**src/rtl/control_sequencer_pkg.sv**
```systemverilog
// rtl/control_sequencer_pkg.sv - control_pkg: opcodes, states, datapath codes and the control bundle
package control_pkg;

    localparam logic [5:0] HLT_OPCODE_DEFAULT = 6'h3F;
    localparam int         T_WIDTH            = 3;

    localparam logic [5:0] OP_BRA = 6'h00;
    localparam logic [5:0] OP_BNE = 6'h01;
    localparam logic [5:0] OP_BEQ = 6'h02;
    localparam logic [5:0] OP_LDI = 6'h03;
    localparam logic [5:0] OP_LD  = 6'h04;
    localparam logic [5:0] OP_ST  = 6'h05;
    localparam logic [5:0] OP_MOV = 6'h06;
    localparam logic [5:0] OP_ADD = 6'h07;
    localparam logic [5:0] OP_AND = 6'h08;
    localparam logic [5:0] OP_INC = 6'h09;

    typedef enum logic [T_WIDTH-1:0] {
        IDLE = 3'd0,
        T0   = 3'd1,
        T1   = 3'd2,
        T2   = 3'd3,
        T3   = 3'd4,
        HALT = 3'd5
    } state_t;

    localparam logic [2:0] FUN_DEC   = 3'b000;
    localparam logic [2:0] FUN_INC   = 3'b001;
    localparam logic [2:0] FUN_LOAD  = 3'b010;
    localparam logic [2:0] FUN_CLEAR = 3'b011;

    localparam logic [4:0] ALU_PASS_A = 5'b10000;
    localparam logic [4:0] ALU_ADD    = 5'b10100;
    localparam logic [4:0] ALU_AND    = 5'b10111;

    localparam logic [1:0] MUX_ALU  = 2'b00;
    localparam logic [1:0] MUX_OUTC = 2'b01;
    localparam logic [1:0] MUX_MEM  = 2'b10;
    localparam logic [1:0] MUX_IR   = 2'b11;

    localparam logic [1:0] ARF_PC = 2'b00;
    localparam logic [1:0] ARF_AR = 2'b10;
    localparam logic [1:0] ARF_SP = 2'b11;

    // Active-low enables: a 0 bit selects the register.
    localparam logic [2:0] ARF_EN_NONE = 3'b111;
    localparam logic [2:0] ARF_EN_PC   = 3'b011;
    localparam logic [2:0] ARF_EN_AR   = 3'b101;
    localparam logic [3:0] RF_EN_NONE  = 4'b1111;

    typedef struct packed {
        logic [2:0] rf_outa_sel;
        logic [2:0] rf_outb_sel;
        logic [2:0] rf_fun_sel;
        logic [3:0] rf_reg_sel;
        logic [3:0] rf_scr_sel;
        logic [4:0] alu_fun_sel;
        logic       alu_wf;
        logic [1:0] mux_a_sel;
        logic [1:0] mux_b_sel;
        logic       mux_c_sel;
        logic [1:0] arf_outc_sel;
        logic [1:0] arf_outd_sel;
        logic [2:0] arf_fun_sel;
        logic [2:0] arf_reg_sel;
        logic       ir_lh;
        logic       ir_write;
        logic       mem_wr;
        logic       mem_cs;
        logic       halted;
    } ctrl_t;

    localparam ctrl_t CTRL_IDLE = '{
        rf_outa_sel:  3'b000,
        rf_outb_sel:  3'b000,
        rf_fun_sel:   FUN_DEC,
        rf_reg_sel:   RF_EN_NONE,
        rf_scr_sel:   RF_EN_NONE,
        alu_fun_sel:  5'b00000,
        alu_wf:       1'b0,
        mux_a_sel:    MUX_ALU,
        mux_b_sel:    MUX_ALU,
        mux_c_sel:    1'b0,
        arf_outc_sel: ARF_PC,
        arf_outd_sel: ARF_PC,
        arf_fun_sel:  FUN_DEC,
        arf_reg_sel:  ARF_EN_NONE,
        ir_lh:        1'b0,
        ir_write:     1'b0,
        mem_wr:       1'b0,
        mem_cs:       1'b1,
        halted:       1'b0
    };

    // Active-low one-cold write enable {R1,R2,R3,R4} for a 2-bit register field.
    function automatic logic [3:0] rf_en(input logic [1:0] r);
        return ~(4'b1000 >> r);
    endfunction

endpackage

```
**src/rtl/control_sequencer_if.sv**
```systemverilog
// rtl/control_sequencer_if.sv - control/datapath bundle between sequencer and ALU system
interface control_sequencer_if;
    logic [15:0] IROut;
    logic [3:0]  Flags;
    logic [2:0]  RF_OutASel;
    logic [2:0]  RF_OutBSel;
    logic [2:0]  RF_FunSel;
    logic [3:0]  RF_RegSel;
    logic [3:0]  RF_ScrSel;
    logic [4:0]  ALU_FunSel;
    logic        ALU_WF;
    logic [1:0]  MuxASel;
    logic [1:0]  MuxBSel;
    logic        MuxCSel;
    logic [1:0]  ARF_OutCSel;
    logic [1:0]  ARF_OutDSel;
    logic [2:0]  ARF_FunSel;
    logic [2:0]  ARF_RegSel;
    logic        IR_LH;
    logic        IR_Write;
    logic        Mem_WR;
    logic        Mem_CS;
    logic        Halted;

    modport master (
        input  IROut, Flags,
        output RF_OutASel, RF_OutBSel, RF_FunSel, RF_RegSel, RF_ScrSel,
               ALU_FunSel, ALU_WF, MuxASel, MuxBSel, MuxCSel,
               ARF_OutCSel, ARF_OutDSel, ARF_FunSel, ARF_RegSel,
               IR_LH, IR_Write, Mem_WR, Mem_CS, Halted
    );

    modport slave (
        output IROut, Flags,
        input  RF_OutASel, RF_OutBSel, RF_FunSel, RF_RegSel, RF_ScrSel,
               ALU_FunSel, ALU_WF, MuxASel, MuxBSel, MuxCSel,
               ARF_OutCSel, ARF_OutDSel, ARF_FunSel, ARF_RegSel,
               IR_LH, IR_Write, Mem_WR, Mem_CS, Halted
    );
endinterface

```
**src/rtl/control_sequencer_decoder.sv**
```systemverilog
// rtl/control_sequencer_decoder.sv - control_decoder: (state, IROut, Flags) -> control bundle
module control_decoder
    import control_pkg::*;
(
    input  state_t      state,
    input  logic [15:0] ir,
    input  logic [3:0]  flags,
    output ctrl_t       ctrl
);

    logic [5:0] opcode;
    logic [1:0] rx;
    logic [1:0] dst;
    logic [1:0] sreg1;
    logic [1:0] sreg2;
    logic       zero;
    logic       unused_bits;

    assign opcode      = ir[15:10];
    assign rx          = ir[9:8];
    assign dst         = ir[7:6];
    assign sreg1       = ir[5:4];
    assign sreg2       = ir[3:2];
    assign zero        = flags[3];
    // VALUE bits travel straight through MuxB/MuxA; C, N, O are not consumed here.
    assign unused_bits = ^{ir[1:0], flags[2:0]};

    // Map the current step and instruction onto datapath selects and enables.
    always_comb begin
        ctrl = CTRL_IDLE;
        case (state)
            T0, T1: begin
                ctrl.arf_outd_sel = ARF_PC;
                ctrl.mem_cs       = 1'b0;
                ctrl.ir_write     = 1'b1;
                ctrl.ir_lh        = (state == T1);
                ctrl.arf_reg_sel  = ARF_EN_PC;
                ctrl.arf_fun_sel  = FUN_INC;
            end
            T2: begin
                case (opcode)
                    OP_BRA, OP_BNE, OP_BEQ: begin
                        if ((opcode == OP_BRA) ||
                            (opcode == OP_BNE && !zero) ||
                            (opcode == OP_BEQ && zero)) begin
                            ctrl.mux_b_sel   = MUX_IR;
                            ctrl.arf_fun_sel = FUN_LOAD;
                            ctrl.arf_reg_sel = ARF_EN_PC;
                        end
                    end
                    OP_LDI: begin
                        ctrl.mux_a_sel  = MUX_IR;
                        ctrl.rf_fun_sel = FUN_LOAD;
                        ctrl.rf_reg_sel = rf_en(rx);
                    end
                    OP_LD, OP_ST: begin
                        ctrl.mux_b_sel   = MUX_IR;
                        ctrl.arf_fun_sel = FUN_LOAD;
                        ctrl.arf_reg_sel = ARF_EN_AR;
                    end
                    OP_MOV, OP_INC: begin
                        ctrl.rf_outa_sel = {1'b0, sreg1};
                        ctrl.alu_fun_sel = ALU_PASS_A;
                        ctrl.mux_a_sel   = MUX_ALU;
                        ctrl.rf_fun_sel  = FUN_LOAD;
                        ctrl.rf_reg_sel  = rf_en(dst);
                    end
                    OP_ADD, OP_AND: begin
                        ctrl.rf_outa_sel = {1'b0, sreg1};
                        ctrl.rf_outb_sel = {1'b0, sreg2};
                        ctrl.alu_fun_sel = (opcode == OP_ADD) ? ALU_ADD : ALU_AND;
                        ctrl.alu_wf      = ir[9];
                        ctrl.mux_a_sel   = MUX_ALU;
                        ctrl.rf_fun_sel  = FUN_LOAD;
                        ctrl.rf_reg_sel  = rf_en(dst);
                    end
                    default: ;
                endcase
            end
            T3: begin
                case (opcode)
                    OP_LD: begin
                        ctrl.arf_outd_sel = ARF_AR;
                        ctrl.mem_cs       = 1'b0;
                        ctrl.mux_a_sel    = MUX_MEM;
                        ctrl.rf_fun_sel   = FUN_LOAD;
                        ctrl.rf_reg_sel   = rf_en(rx);
                    end
                    OP_ST: begin
                        ctrl.rf_outa_sel  = {1'b0, rx};
                        ctrl.alu_fun_sel  = ALU_PASS_A;
                        ctrl.mux_c_sel    = 1'b0;
                        ctrl.arf_outd_sel = ARF_AR;
                        ctrl.mem_cs       = 1'b0;
                        ctrl.mem_wr       = 1'b1;
                    end
                    OP_INC: begin
                        ctrl.rf_fun_sel = FUN_INC;
                        ctrl.rf_reg_sel = rf_en(dst);
                    end
                    default: ;
                endcase
            end
            HALT: ctrl.halted = 1'b1;
            default: ;
        endcase
    end

endmodule

```
**src/rtl/control_sequencer.sv**
```systemverilog
// rtl/control_sequencer.sv - hardwired sequencer top; optional RETIRE_CNT_EN adds Retired counter
module control_sequencer
    import control_pkg::*;
#(
    parameter logic [5:0] HLT_OPCODE = HLT_OPCODE_DEFAULT
) (
    input  logic                 Clock,
    input  logic                 Reset,
    control_sequencer_if.master  bus
`ifdef RETIRE_CNT_EN
    ,
    output logic [15:0]          Retired
`endif
);

    state_t     state;
    state_t     state_nxt;
    ctrl_t      ctrl;
    logic [5:0] opcode;

    assign opcode = bus.IROut[15:10];

    // Sequence-counter register; reset aborts whatever instruction is in flight.
    always_ff @(posedge Clock or negedge Reset) begin
        if (!Reset) begin
            state <= IDLE;
        end else begin
            state <= state_nxt;
        end
    end

    // Step order: two fetch cycles, T2 execute, T3 only for LD/ST/INC, HALT sticks.
    always_comb begin
        state_nxt = state;
        case (state)
            IDLE: state_nxt = T0;
            T0:   state_nxt = T1;
            T1:   state_nxt = T2;
            T2: begin
                if (opcode == HLT_OPCODE) begin
                    state_nxt = HALT;
                end else if (opcode == OP_LD || opcode == OP_ST || opcode == OP_INC) begin
                    state_nxt = T3;
                end else begin
                    state_nxt = T0;
                end
            end
            T3:   state_nxt = T0;
            HALT: state_nxt = HALT;
            default: state_nxt = IDLE;
        endcase
    end

    control_decoder u_decoder (
        .state (state),
        .ir    (bus.IROut),
        .flags (bus.Flags),
        .ctrl  (ctrl)
    );

    assign bus.RF_OutASel  = ctrl.rf_outa_sel;
    assign bus.RF_OutBSel  = ctrl.rf_outb_sel;
    assign bus.RF_FunSel   = ctrl.rf_fun_sel;
    assign bus.RF_RegSel   = ctrl.rf_reg_sel;
    assign bus.RF_ScrSel   = ctrl.rf_scr_sel;
    assign bus.ALU_FunSel  = ctrl.alu_fun_sel;
    assign bus.ALU_WF      = ctrl.alu_wf;
    assign bus.MuxASel     = ctrl.mux_a_sel;
    assign bus.MuxBSel     = ctrl.mux_b_sel;
    assign bus.MuxCSel     = ctrl.mux_c_sel;
    assign bus.ARF_OutCSel = ctrl.arf_outc_sel;
    assign bus.ARF_OutDSel = ctrl.arf_outd_sel;
    assign bus.ARF_FunSel  = ctrl.arf_fun_sel;
    assign bus.ARF_RegSel  = ctrl.arf_reg_sel;
    assign bus.IR_LH       = ctrl.ir_lh;
    assign bus.IR_Write    = ctrl.ir_write;
    assign bus.Mem_WR      = ctrl.mem_wr;
    assign bus.Mem_CS      = ctrl.mem_cs;
    assign bus.Halted      = ctrl.halted;

`ifdef RETIRE_CNT_EN
    logic [15:0] retired_q;

    // Count instructions completing an execute step and returning to fetch.
    always_ff @(posedge Clock or negedge Reset) begin
        if (!Reset) begin
            retired_q <= 16'd0;
        end else if (state_nxt == T0 && (state == T2 || state == T3)) begin
            retired_q <= retired_q + 16'd1;
        end
    end

    assign Retired = retired_q;
`endif

endmodule

```
**src/flat_wrapper.sv**
```systemverilog
// flat-port wrapper written by rule: the top's interface ports become plain ports
module control_sequencer_flat import control_pkg::*;
#(
    parameter logic [5:0] HLT_OPCODE = HLT_OPCODE_DEFAULT
)
  (Clock, Reset, bus_IROut, bus_Flags, bus_RF_OutASel, bus_RF_OutBSel, bus_RF_FunSel, bus_RF_RegSel, bus_RF_ScrSel, bus_ALU_FunSel, bus_ALU_WF, bus_MuxASel, bus_MuxBSel, bus_MuxCSel, bus_ARF_OutCSel, bus_ARF_OutDSel, bus_ARF_FunSel, bus_ARF_RegSel, bus_IR_LH, bus_IR_Write, bus_Mem_WR, bus_Mem_CS, bus_Halted);
  control_sequencer_if bus_i ();
  input  logic Clock;
  input  logic Reset;
  input wire logic [$bits(bus_i.IROut)-1:0] bus_IROut;
  input wire logic [$bits(bus_i.Flags)-1:0] bus_Flags;
  output wire logic [$bits(bus_i.RF_OutASel)-1:0] bus_RF_OutASel;
  output wire logic [$bits(bus_i.RF_OutBSel)-1:0] bus_RF_OutBSel;
  output wire logic [$bits(bus_i.RF_FunSel)-1:0] bus_RF_FunSel;
  output wire logic [$bits(bus_i.RF_RegSel)-1:0] bus_RF_RegSel;
  output wire logic [$bits(bus_i.RF_ScrSel)-1:0] bus_RF_ScrSel;
  output wire logic [$bits(bus_i.ALU_FunSel)-1:0] bus_ALU_FunSel;
  output wire logic [$bits(bus_i.ALU_WF)-1:0] bus_ALU_WF;
  output wire logic [$bits(bus_i.MuxASel)-1:0] bus_MuxASel;
  output wire logic [$bits(bus_i.MuxBSel)-1:0] bus_MuxBSel;
  output wire logic [$bits(bus_i.MuxCSel)-1:0] bus_MuxCSel;
  output wire logic [$bits(bus_i.ARF_OutCSel)-1:0] bus_ARF_OutCSel;
  output wire logic [$bits(bus_i.ARF_OutDSel)-1:0] bus_ARF_OutDSel;
  output wire logic [$bits(bus_i.ARF_FunSel)-1:0] bus_ARF_FunSel;
  output wire logic [$bits(bus_i.ARF_RegSel)-1:0] bus_ARF_RegSel;
  output wire logic [$bits(bus_i.IR_LH)-1:0] bus_IR_LH;
  output wire logic [$bits(bus_i.IR_Write)-1:0] bus_IR_Write;
  output wire logic [$bits(bus_i.Mem_WR)-1:0] bus_Mem_WR;
  output wire logic [$bits(bus_i.Mem_CS)-1:0] bus_Mem_CS;
  output wire logic [$bits(bus_i.Halted)-1:0] bus_Halted;
  assign bus_i.IROut = bus_IROut;
  assign bus_i.Flags = bus_Flags;
  assign bus_RF_OutASel = bus_i.RF_OutASel;
  assign bus_RF_OutBSel = bus_i.RF_OutBSel;
  assign bus_RF_FunSel = bus_i.RF_FunSel;
  assign bus_RF_RegSel = bus_i.RF_RegSel;
  assign bus_RF_ScrSel = bus_i.RF_ScrSel;
  assign bus_ALU_FunSel = bus_i.ALU_FunSel;
  assign bus_ALU_WF = bus_i.ALU_WF;
  assign bus_MuxASel = bus_i.MuxASel;
  assign bus_MuxBSel = bus_i.MuxBSel;
  assign bus_MuxCSel = bus_i.MuxCSel;
  assign bus_ARF_OutCSel = bus_i.ARF_OutCSel;
  assign bus_ARF_OutDSel = bus_i.ARF_OutDSel;
  assign bus_ARF_FunSel = bus_i.ARF_FunSel;
  assign bus_ARF_RegSel = bus_i.ARF_RegSel;
  assign bus_IR_LH = bus_i.IR_LH;
  assign bus_IR_Write = bus_i.IR_Write;
  assign bus_Mem_WR = bus_i.Mem_WR;
  assign bus_Mem_CS = bus_i.Mem_CS;
  assign bus_Halted = bus_i.Halted;
  control_sequencer #(.HLT_OPCODE(HLT_OPCODE)) u_core (.Clock(Clock), .Reset(Reset), .bus(bus_i));
endmodule
```
**config.mk**
```make
export PLATFORM = sky130hd
export DESIGN_NAME = control_sequencer_flat
export DESIGN_NICKNAME = d
export VERILOG_FILES = /design/src/rtl/control_sequencer_pkg.sv /design/src/rtl/control_sequencer_if.sv /design/src/rtl/control_sequencer_decoder.sv /design/src/rtl/control_sequencer.sv /design/src/flat_wrapper.sv
export SDC_FILE = /design/constraint.sdc
export NUM_CORES = 1
export LEC_CHECK = 0
export ABC_AREA = 1
export CORE_UTILIZATION = 36
export DETAILED_ROUTE_END_ITERATION = 7
export HOLD_SLACK_MARGIN = 0.1
export PLACE_DENSITY = 0.82
export SYNTH_ARGS = -nofsm -noshare
export SYNTH_HDL_FRONTEND = slang
export SYNTH_HIERARCHICAL = 1
export SYNTH_SLANG_ARGS = --single-unit
```
**constraint.sdc**
```tcl
create_clock -name Clock -period 5 [get_ports Clock]
set_clock_uncertainty 0.15 [all_clocks]
set_input_delay 1.5 -clock Clock [delete_from_list [all_inputs] [get_ports Clock]]
set_output_delay 1.5 -clock Clock [all_outputs]
set_load 0.03 [all_outputs]
```
## After elaboration in Yosys (flattened, before gate mapping)

Cells that the tools add are included.

- Eq/ne operators: 15
- Shift operators: 2
- Muxes and demuxes: 34
- Bitwise operators: 2
- Reductions and logical operators: 16

Operators by type and width:

| cell | number |
|---|---|
| $pmux 6 s2 | 3 |
| $pmux 5 s2 | 3 |
| $eq 6x3->1 const B | 4 |
| $mux 2 | 11 |
| $pmux 3 s5 | 1 |
| $pmux 7 s2 | 1 |
| $eq 6x2->1 const B | 2 |
| $eq 6x4->1 const B | 2 |
| $mux 5 | 2 |
| $reduce_or 2->1 | 5 |
| $mux 3 | 3 |
| $not 4->4 | 2 |
| $pmux 2 s2 | 2 |
| $shr 4x2->4 const A | 2 |
| $eq 3x2->1 const B | 2 |
| $eq 3x3->1 const B | 2 |
| $eq 6x1->1 const B | 1 |
| $eq 6x6->1 const B | 1 |
| $logic_not 6->1 | 1 |
| $mux 1 | 6 |
| $pmux 3 s2 | 1 |
| $logic_or 1x1->1 | 4 |
| $reduce_or 4->1 | 1 |
| $eq 3x1->1 const B | 1 |
| 5 further kinds | 6 |

- Register bits after elaboration: 3
- Bits of input ports: 22
- Output and inout port bits: 43
- Logic and storage cells: 70

## Longest topological paths before layout

Gate-level depths: netlist of the first run.

- Word-level depth: 7
- Mapped depth: 8
- Depth with buffers taken out: 8

## Cells and area by module

The synthesis of the first run kept the hierarchy.

Modules (own cells, without submodules):

| module | times used | cells an instance | area each (µm²) | sequential area each (µm²) |
|---|---|---|---|---|
| control_decoder | 1 | 122 | 643.1 | 0.0 |
| control_sequencer | 1 | 26 | 181.4 | 75.1 |

## Worst setup path after synthesis of the first run

No wires, ideal clock.

- Kind: input-to-output
- Start: in bus_IROut[15]
- End: out bus_MuxBSel[1]
- Data arrival time: 3.037 ns
- Required time: 3.350 ns
- Path slack: 0.313 ns
- Stages: 6
- Path buffers: 1
- Cell sequence: nor2_4 > inv_1 > nor3_2 > nand2_1 > o21ai_0 > buf_4

- Longest elaborated chain between the ends: 7
- Elaborated cells on any way between the ends: 14
- Classes of those cells: eq/ne (4); mux (3); reduce/logical (7)

Ends and longest elaborated chain:

| element | line | RTL |
|---|---|---|
| start: declaration | flat_wrapper.sv:10 | `input wire logic [$bits(bus_i.IROut)-1:0] bus_IROut;` |
| $eq 6x1->1 | control_sequencer_decoder.sv:41, control_sequencer_decoder.sv:44 |  |
| $logic_and 1x1->1 | control_sequencer_decoder.sv:44 | `(opcode == OP_BNE && !zero) \|\|` |
| $logic_or 1x1->1 | control_sequencer_decoder.sv:43 | `if ((opcode == OP_BRA) \|\|` |
| $logic_or 1x1->1 | control_sequencer_decoder.sv:44 |  |
| $mux 2 | control_sequencer_decoder.sv:43 |  |
| $pmux 2 s2 (*) | control_sequencer_decoder.sv:41 | `case (opcode)` |
| $mux 2 (*) | control_sequencer_decoder.sv:31 | `case (state)` |
| end: declaration | flat_wrapper.sv:20 | `output wire logic [$bits(bus_i.MuxBSel)-1:0] bus_MuxBSel;` |

Every way passes the cells marked *; elsewhere a longest branch is shown, timed or not.

## Final worst setup path of the first run

- Start: in bus_IROut[10]
- End: out bus_ARF_RegSel[2]

- Longest elaborated chain between the ends: 7
- Elaborated cells on any way between the ends: 14
- Classes of those cells: eq/ne (4); mux (3); reduce/logical (7)

Ends and longest elaborated chain:

| element | line | RTL |
|---|---|---|
| $eq 6x1->1 | control_sequencer_decoder.sv:41, control_sequencer_decoder.sv:44 |  |
| $logic_and 1x1->1 | control_sequencer_decoder.sv:44 |  |
| $logic_or 1x1->1 | control_sequencer_decoder.sv:43 |  |
| $logic_or 1x1->1 | control_sequencer_decoder.sv:44 |  |
| $mux 5 | control_sequencer_decoder.sv:43 |  |
| $pmux 5 s2 (*) | control_sequencer_decoder.sv:41 |  |
| $pmux 6 s2 (*) | control_sequencer_decoder.sv:31 |  |
| end: declaration | flat_wrapper.sv:25 | `output wire logic [$bits(bus_i.ARF_RegSel)-1:0] bus_ARF_RegSel;` |

Marked as above.

==> flow_metrics.py, run 1 <==
metrics = {
    "synth": {
        "synth.distinct_cells": 26,
        "syn_avg_cell_area_um2": 5.57,
        "netlist_area_um2": 825,
        "synth_cells": 148,
        "yosys_warnings": 6,
        "synthMuxAreaShare": 0,
        "ys_seq_elements": 3,
        "ys_seq_area_frac": 0.0910,
        "synth_xor_area_frac": 0,
        "synth-simple-area-share": 0.543,
        "synth_compound_area_frac": 0.0971,
        "synth_fa_ha_area_frac": 0,
        "synth_top_family_by_area": "simple AND/OR/NAND/NOR gates",
    },
    "global_route": {
        "grt_pass1_vias": 932,
        "antenna_found_initial": 0,
        "overflow": 0,
        "grt_start_max_net_pins": 11,
        "grt_pass1_wl_mm": 3.66,
        "track_usage": 0.189,
    },
    "drt": {
        "wl_per_cell_um": 10.4,
        "wl_met2_mm": 1.22,
        "drt_iter0_markers": 44,
        "first_pass_iters": 4,
        "post_drt_via_cell_ratio": 4.71,
        "ant_nets": 0,
        "wl_met3_um": 173,
        "drc": 0,
        "wirelength_met1_um": 953,
        "wl_mm": 2.34,
        "vias": 1059,
        "highest_layer": "met3",
    },
    "cts": {
        "cts_tree": "built",
        "numCtsBuffers": 3,
        "cts_root_buffer": "clkbuf_4",
        "path_clk_slew_ps": 40,
        "cts_num_sinks": 3,
        "clock_latency_ps": 240,
        "cts_resized": 2,
        "cts_buffer_depth": 2,
        "ctsHtreeMaxLevel": 1,
        "post-cts-setup-buffers": 0,
        "cts_hold_buf": 0,
    },
    "final_layout": {
        "post-route-util": 0.618,
        "layout_common_cells": "nand2_1 (37), clkdlybuf4s50_1 (21), buf_4 (20)",
        "fillers": 206,
        "top_register": "u_core/state",
        "nNetsFinal": 221,
        "top_regs": "u_core/state x3",
        "antennaDiodeCount": 0,
        "final_common_cell": "nand2_1",
        "stdcell_count": 225,
        "area_growth_pct": 54.6,
        "largest_reg_flops": 3,
        "drive_gt1_frac": 0.232,
    },
    "run": {
        "cap_violations": 0,
    },
    "floorplanning": {
        "start_util": 0.400,
        "die_y_um": 49.9,
        "row_count": 16,
        "core_area_mm2": 0.00206,
        "die_w_um": 49.9,
        "fp.dieArea_mm2": 0.00249,
        "pin_count": 65,
    },
    "worst_setup_path": {
        "critical_path.max_fanout": 5,
        "regToRegSetupSlack_ps": 3770,
        "arrival_ps": 3210,
        "crit_required_ps": 3350,
        "crit_path_end_kind": "primary output",
        "path_class": "input pin to primary output",
        "cp-start-kind": "input pin",
    },
    "timing": {
        "slew_violations": 0,
        "setup_tns_ps": 0,
        "hold_viol_final": 0,
        "period_share": 0.973,
        "rsz0062_at_grt": "false",
        "setup_violations": 0,
        "period_minus_slack_ps": 4860,
        "max_freq_ghz": 0.206,
    },
    "power": {
        "switchingPower_mw": 0.0447,
        "power_frac_comb": 0.413,
        "power_density_mw_per_mm2": 91.2,
        "power.leakage_nw": 0.738,
        "internal_power_mw": 0.0716,
        "clkPwrFrac": 0.377,
        "swShare": 0.384,
        "max-vdd-ir-drop_mv": 0.0794,
        "seq_power_share": 0.210,
    },
    "worst_hold_path": {
        "hold_path_class": "flop to flop",
    },
    "placed_design": {
        "dp_hpwl_mm": 1.93,
        "io_buffers": 45,
        "dp_cells": 221,
        "place.gp.congestion": 0.820,
    },
    "outcome": {
        "status": "complete, no violations",
    },
}
## per-stage QoR
step / hold slack [ps] / worst slack [ps] / power [mW] / area (µm²)
6_report: 479 / 137 / 0.116 / 1270
4_1_cts: 469 / 4.17 / 0.117 / 1260
2_1_floorplan: 394 / 313 / 0.0589 / 870
3_3_place_gp: 428 / 30.2 / 0.0706 / 1230
5_1_grt: 513 / 77.4 / 0.121 / 1270
3_5_place_dp: 454 / -8.83 / 0.0722 / 1230
## worst max-delay path: stages
cell and delay, ps:
clkdlybuf4s50_1 560, inv_1 80, nand2_1 60, o21ai_0 120
a31oi_1 200, clkdlybuf4s50_1 690
## final cells by class
type,count,area (µm²),area share
Inverter,25,93.8,0.0736
Tap cell,27,33.8,0.0265
Clock buffer,4,26.3,0.0206
Timing Repair Buffer,50,465,0.365
Sequential cell,3,75.1,0.0589
Multi-Input combinational cell,116,581,0.455
## power groups by stage
stage               registers, mW  logic, mW  clock network [mW]
finish                     0.0244     0.0480              0.0438
CTS                        0.0244     0.0476              0.0452
global route               0.0244     0.0516              0.0452
floorplan                  0.0247     0.0342                   0
global placement           0.0247     0.0459                   0
detailed placement         0.0247     0.0475                   0
## layer usage
layer | up-vias | GRT usage
li1 | 533 | -
met1 | 463 | 0.219
met2 | 63 | 0.342
met3 | 0 | 0.0185
met4 | 0 | 0.0857
met5 | - | 0
## Yosys cell counts
cell | count | area, µm²
a21oi_1 | 1 | 5.00
a31oi_1 | 1 | 6.26
buf_4 | 16 | 120
clkinv_1 | 1 | 3.75
conb_1 | 2 | 7.51
dfrtp_1 | 3 | 75.1
inv_1 | 17 | 63.8
inv_2 | 7 | 26.3
nand2_1 | 37 | 139
nand2_2 | 4 | 25.0
nand3_1 | 17 | 85.1
nand3_2 | 2 | 20.0
nand3b_1 | 1 | 7.51
nand4_1 | 1 | 6.26
nor2_1 | 14 | 52.6
nor2_2 | 2 | 12.5
nor2_4 | 2 | 22.5
nor2_8 | 1 | 20.0
nor3_1 | 3 | 15.0
nor3_2 | 3 | 30.0
o211ai_1 | 1 | 7.51
o21ai_0 | 6 | 30.0
o21ai_1 | 3 | 15.0
o21ai_4 | 1 | 16.3
or2_1 | 1 | 6.26
or2_2 | 1 | 6.26
## final timing paths
kind                            cells past startpoint                   endpoint                      start
worst max-delay path                                6          bus_ARF_RegSel[2]              bus_IROut[10]
worst min-delay path                                1  u_core/state[1]$_DFF_PN0_  u_core/state[2]$_DFF_PN0_
worst max register to register                      4  u_core/state[0]$_DFF_PN0_  u_core/state[1]$_DFF_PN0_
worst min register to register                      1  u_core/state[1]$_DFF_PN0_  u_core/state[2]$_DFF_PN0_
max in group asynchronous                           1  u_core/state[0]$_DFF_PN0_                      Reset
min in group asynchronous                           1  u_core/state[2]$_DFF_PN0_                      Reset
## logic make-up (layout without fill, tap and decap cells)
kind of cell,Yosys count,after routing
AND/OR/NAND/NOR,89,89
buffers and inverters,41,79
AO/OA/AOI/OAI,13,13
flip-flops,3,3
other,2,14
No activity file was read; power rests on OpenSTA's default activity.
==> run 2, diff against run 1 <==
--- a/config.mk
+++ b/config.mk
@@ -6,10 +6,10 @@
 export NUM_CORES = 1
 export LEC_CHECK = 0
 export ABC_AREA = 1
-export CORE_UTILIZATION = 36
+export CORE_UTILIZATION = 30
 export DETAILED_ROUTE_END_ITERATION = 7
 export HOLD_SLACK_MARGIN = 0.1
-export PLACE_DENSITY = 0.82
+export PLACE_DENSITY = 0.7
 export SYNTH_ARGS = -nofsm -noshare
 export SYNTH_HDL_FRONTEND = slang
 export SYNTH_HIERARCHICAL = 1
==> run 2 against run 1 <==
  * Critical path depth is the same
  * Via count fell by 3.7%
  * Sequential share of layout area decreased by 0.080 points
  * Largest power group unchanged
  * Highest routed layer unchanged
==> flow_metrics.py, run 2 (synthesis gave the netlist of run 1 again) <==
metrics = {
    "timing": {
        "max_freq_ghz": 0.204,
        "setup_tns_ps": 0,
        "period_share": 0.978,
        "setup_violations": 0,
        "rsz0062_at_grt": "false",
        "period_minus_slack_ps": 4890,
        "slew_violations": 0,
        "hold_viol_final": 0,
    },
    "drt": {
        "ant_nets": 0,
        "vias": 1020,
        "drt_iter0_markers": 13,
        "post_drt_via_cell_ratio": 4.43,
        "first_pass_iters": 4,
        "wl_mm": 2.20,
        "drc": 0,
        "wl_per_cell_um": 9.55,
    },
    "worst_setup_path": {
        "arrival_ps": 3240,
        "crit_required_ps": 3350,
        "critical_path.max_fanout": 5,
        "path_delay_family": "buffers and inverters",
        "path_buf_inv": 3,
        "cp-start-kind": "input pin",
        "max_stage_delay_ps": 690,
        "crit_path_end_kind": "primary output",
        "path_class": "input pin to primary output",
        "cpMostUsedCell": "clkdlybuf4s50_1",
        "crit_chain": "clkdlybuf4s50_1, inv_2, nor2_2, nand3_1, nor2_1, clkdlybuf4s50_1",
        "slowest_stage": "clkdlybuf4s50_1",
    },
    "power": {
        "power.leakage_nw": 0.735,
        "max-vdd-ir-drop_mv": 0.0803,
        "power_density_mw_per_mm2": 88.3,
    },
    "floorplanning": {
        "start_util": 0.324,
        "core_area_mm2": 0.00254,
        "row_count": 18,
        "die_y_um": 54.4,
        "die_w_um": 54.4,
        "fp.dieArea_mm2": 0.00296,
        "pin_count": 65,
    },
    "final_layout": {
        "stdcell_count": 230,
        "largest_reg_flops": 3,
        "ff_latch_area_um2": 75.1,
        "top_register": "u_core/state",
        "area_growth_pct": 56.8,
        "top_regs": "u_core/state x3",
        "fillers": 276,
        "layout_common_cells": "nand2_1 (37), clkdlybuf4s50_1 (23), buf_4 (22)",
        "drive_gt1_frac": 0.240,
        "nNetsFinal": 223,
        "multi_input_area_um2": 581,
        "final_common_cell": "nand2_1",
        "antennaDiodeCount": 0,
    },
    "placed_design": {
        "io_buffers": 45,
        "dp_cells": 226,
        "place.gp.congestion": 0.784,
        "dp_hpwl_mm": 1.85,
    },
    "global_route": {
        "grt_pass1_wl_mm": 3.23,
        "track_usage": 0.146,
        "overflow": 0,
        "antenna_found_initial": 0,
        "grt_start_max_net_pins": 11,
        "grt_pass1_vias": 843,
    },
    "cts": {
        "cts_root_buffer": "clkbuf_4",
        "ctsHtreeMaxLevel": 1,
        "cts_tree": "built",
        "path_clk_slew_ps": 40,
        "numCtsBuffers": 3,
        "cts_num_sinks": 3,
        "cts_buffer_depth": 2,
        "clock_latency_ps": 230,
    },
    "worst_hold_path": {
        "hold_path_class": "flop to flop",
    },
    "outcome": {
        "status": "complete, no violations",
    },
    "run": {
        "cap_violations": 0,
    },
}
[run 2: cell types whose count changed in the layout (fill, tap and decap cells not counted)]
cell             change
buf_4                +2
dlymetal6s2s_1       -1
dlygate4sd2_1        -1
clkdlybuf4s50_1      +2
[run 2: layout make-up]
class / count / area share
clock buffers: 4 / 0.0203
inverters: 25 / 0.0726
multi-input cells: 116 / 0.449
flip-flops and latches: 3 / 0.0581
well taps: 30 / 0.0290
repair buffers: 52 / 0.371
[run 2: metal layers]
metal  GRT usage  share of wire  vias to the layer above
met5           0              0                        -
met4      0.0641              0                        0
met3      0.0139          0.053                        0
met2       0.266           0.51                       38
met1       0.170           0.43                      447
li1            -              -                      535
[run 2: path summary, 6_finish.rpt]
kind	slack, ps	to	depth (start not counted)	startpoint
hold / removal	490	u_core/state[1]$_DFF_PN0_	1	u_core/state[2]$_DFF_PN0_
min in group asynchronous	1300	u_core/state[2]$_DFF_PN0_	1	Reset
hold reg to reg	490	u_core/state[1]$_DFF_PN0_	1	u_core/state[2]$_DFF_PN0_
setup / recovery	110	bus_ALU_FunSel[1]	6	bus_IROut[13]
max in group asynchronous	3250	u_core/state[1]$_DFF_PN0_	1	Reset
setup reg to reg	3840	u_core/state[0]$_DFF_PN0_	4	u_core/state[1]$_DFF_PN0_
[run 2: repair_timing]
| action | CTS | global route |
|---|---|---|
| hold buffers | 0 | 0 |
| setup buffers | 0 | 0 |
| pin swaps | 0 | 0 |
| gates resized for setup | 1 | 6 |
| setup endpoints to repair | 1 | 6 |
[run 2: power by group]
part	internal [mW]	total, mW	leakage [nW]	switching, mW
sequential	0.0244	0.0244	0.0315	0
clock	0.0298	0.0416	0.0150	0.0118
combinational	0.0176	0.0481	0.689	0.0305
total	0.0719	0.114	0.735	0.0422
[run 2: per-stage QoR]
| stage | util | power, mW | hold slack (ps) | instance area [µm²] | worst slack, ps |
|---|---|---|---|---|---|
| 3_5_place_dp | 0.492 | 0.0722 | 456 | 1250 | -66.9 |
| 2_1_floorplan | - | 0.0589 | 394 | 870 | 313 |
| 3_3_place_gp | 0.492 | 0.0714 | 430 | 1250 | 0.0491 |
| 5_1_grt | 0.508 | 0.120 | 502 | 1290 | 34.2 |
| 6_report | 0.508 | 0.114 | 486 | 1290 | 108 |
| 4_1_cts | 0.502 | 0.115 | 465 | 1280 | 7.65 |
[run 2: worst register-to-register path, delay by kind of cell (launching register included)]
family	cells	cell delay, ps
AO/OA/AOI/OAI	1	100
flip-flops	1	440
AND/OR/NAND/NOR	2	230
buffers and inverters	1	180
==> run 3, diff against run 2 <==
--- a/config.mk
+++ b/config.mk
@@ -6,9 +6,11 @@
 export NUM_CORES = 1
 export LEC_CHECK = 0
 export ABC_AREA = 1
+export CORE_ASPECT_RATIO = 0.7
 export CORE_UTILIZATION = 30
 export DETAILED_ROUTE_END_ITERATION = 7
 export HOLD_SLACK_MARGIN = 0.1
+export MAX_ROUTING_LAYER = met4
 export PLACE_DENSITY = 0.7
 export SYNTH_ARGS = -nofsm -noshare
 export SYNTH_HDL_FRONTEND = slang
==> run 3 against run 2 <==
  * Sequential power is essentially flat
  * Die area grew 0.11%
  * Setup slack lost 49 ps
  * Via count is 2.9% lower
  * Register-to-register slack barely moved
  * Cell count up 2.2%
  * Non-clock buffer count is 1 higher
  * Highest routed layer unchanged
  * Critical path depth down 1
==> flow_metrics.py, run 3 (synthesis gave the netlist of run 1 again) <==
metrics = {
    "global_route": {
        "antenna_found_initial": 0,
        "track_usage": 0.156,
        "grt_start_max_net_pins": 11,
        "grt_pass1_vias": 856,
        "overflow": 0,
        "grt_pass1_wl_mm": 3.51,
    },
    "timing": {
        "period_minus_slack_ps": 4940,
        "slew_violations": 0,
        "setup_tns_ps": 0,
        "setup_violations": 0,
        "period_share": 0.988,
        "hold_viol_final": 0,
        "rsz0062_at_grt": "false",
        "max_freq_ghz": 0.202,
    },
    "cts": {
        "cts_num_sinks": 3,
        "numCtsBuffers": 3,
        "ctsHtreeMaxLevel": 1,
        "cts_tree": "built",
        "clock_latency_ps": 220,
        "cts_buffer_depth": 2,
        "cts_hold_buf": 0,
        "path_clk_slew_ps": 30,
        "cts_root_buffer": "clkbuf_8",
    },
    "final_layout": {
        "antennaDiodeCount": 0,
        "top_regs": "u_core/state x3",
        "layout_common_cells": "nand2_1 (37), clkdlybuf4s50_1 (23), buf_4 (23)",
        "drive_gt1_frac": 0.244,
        "fillers": 266,
        "largest_reg_flops": 3,
        "stdcell_count": 235,
        "top_register": "u_core/state",
        "final_common_cell": "nand2_1",
        "fin_area_mm2": 0.00133,
        "area_growth_pct": 61.0,
        "nNetsFinal": 224,
    },
    "drt": {
        "wl_per_cell_um": 9.36,
        "post_drt_via_cell_ratio": 4.21,
        "drt_iter0_markers": 33,
        "first_pass_iters": 4,
        "ant_nets": 0,
        "drc": 0,
        "vias": 990,
        "wl_mm": 2.20,
    },
    "floorplanning": {
        "pin_count": 65,
        "die_w_um": 64.7,
        "start_util": 0.325,
        "die_y_um": 45.9,
        "fp.dieArea_mm2": 0.00297,
        "row_count": 15,
        "core_area_mm2": 0.00253,
    },
    "worst_setup_path": {
        "arrival_ps": 3290,
        "path_class": "input pin to primary output",
        "critical_path.max_fanout": 7,
        "cp-start-kind": "input pin",
        "crit_path_end_kind": "primary output",
        "crit_required_ps": 3350,
    },
    "placed_design": {
        "dp_cells": 231,
        "place.gp.congestion": 0.919,
        "io_buffers": 45,
        "post_dp_cell_area_mm2": 0.00126,
        "dp_hpwl_mm": 1.90,
    },
    "outcome": {
        "status": "complete, no violations",
    },
    "run": {
        "cap_violations": 0,
    },
    "power": {
        "power.leakage_nw": 0.769,
        "max-vdd-ir-drop_mv": 0.0628,
        "p_total_mw": 0.144,
        "power_density_mw_per_mm2": 109,
    },
    "worst_hold_path": {
        "hold_path_class": "flop to flop",
    },
}
run 3: final cells by class:
class / count / area [µm²] / share of cell area
timing repair buffer: 53 / 490 / 0.369
multi-input combinational: 116 / 581 / 0.437
clock buffer: 4 / 45.0 / 0.0339
tap: 34 / 42.5 / 0.0320
sequential: 3 / 75.1 / 0.0566
inverter: 25 / 93.8 / 0.0707
run 3: final timing paths:
path	slack, ps	depth (start not counted)	end	start
worst max-delay path	60	5	bus_RF_FunSel[0]	bus_IROut[11]
worst min-delay path	460	1	u_core/state[1]$_DFF_PN0_	u_core/state[2]$_DFF_PN0_
worst max register to register	3840	4	u_core/state[0]$_DFF_PN0_	u_core/state[1]$_DFF_PN0_
worst min register to register	460	1	u_core/state[1]$_DFF_PN0_	u_core/state[2]$_DFF_PN0_
max in group asynchronous	3240	1	u_core/state[2]$_DFF_PN0_	Reset
min in group asynchronous	1320	1	u_core/state[0]$_DFF_PN0_	Reset
run 3: critical path, stage by stage:
cell,delay [ps]
clkdlybuf4s50_1,520
nor2_1,270
nand3_1,110
nor3_1,190
clkdlybuf4s50_1,710
run 3: metal layers:
| layer | GRT usage | wire [µm] | vias to the layer above |
|---|---|---|---|
| met3 | 0.0125 | 110 | 0 |
| li1 | - | - | 544 |
| met4 | 0.0711 | 0 | 0 |
| met1 | 0.215 | 1150 | 414 |
| met2 | 0.234 | 941 | 32 |
| met5 | - | 0 | - |
run 3: stage by stage:
stage | setup WS [ps] | hold slack (ps) | util
after global routing | 1.89 | 497 | 0.524
after CTS | 2.90 | 444 | 0.517
after detailed placement | 8.32 | 443 | 0.499
final | 59.1 | 461 | 0.524
after floorplan | 313 | 394 | -
after global placement | 34.4 | 433 | 0.499
run 3: power breakdown:
group / switching, mW / total (mW) / internal [mW]
combinational: 0.0306 / 0.0485 / 0.0179
clock: 0.0170 / 0.0715 / 0.0545
sequential: 0 / 0.0244 / 0.0244
run 3: what timing repair did:
action	4_1_cts	5_1_grt
hold endpoints to repair	0	0
resized for setup	0	7
setup buffers	0	0
endpoints found under the setup margin	0	7
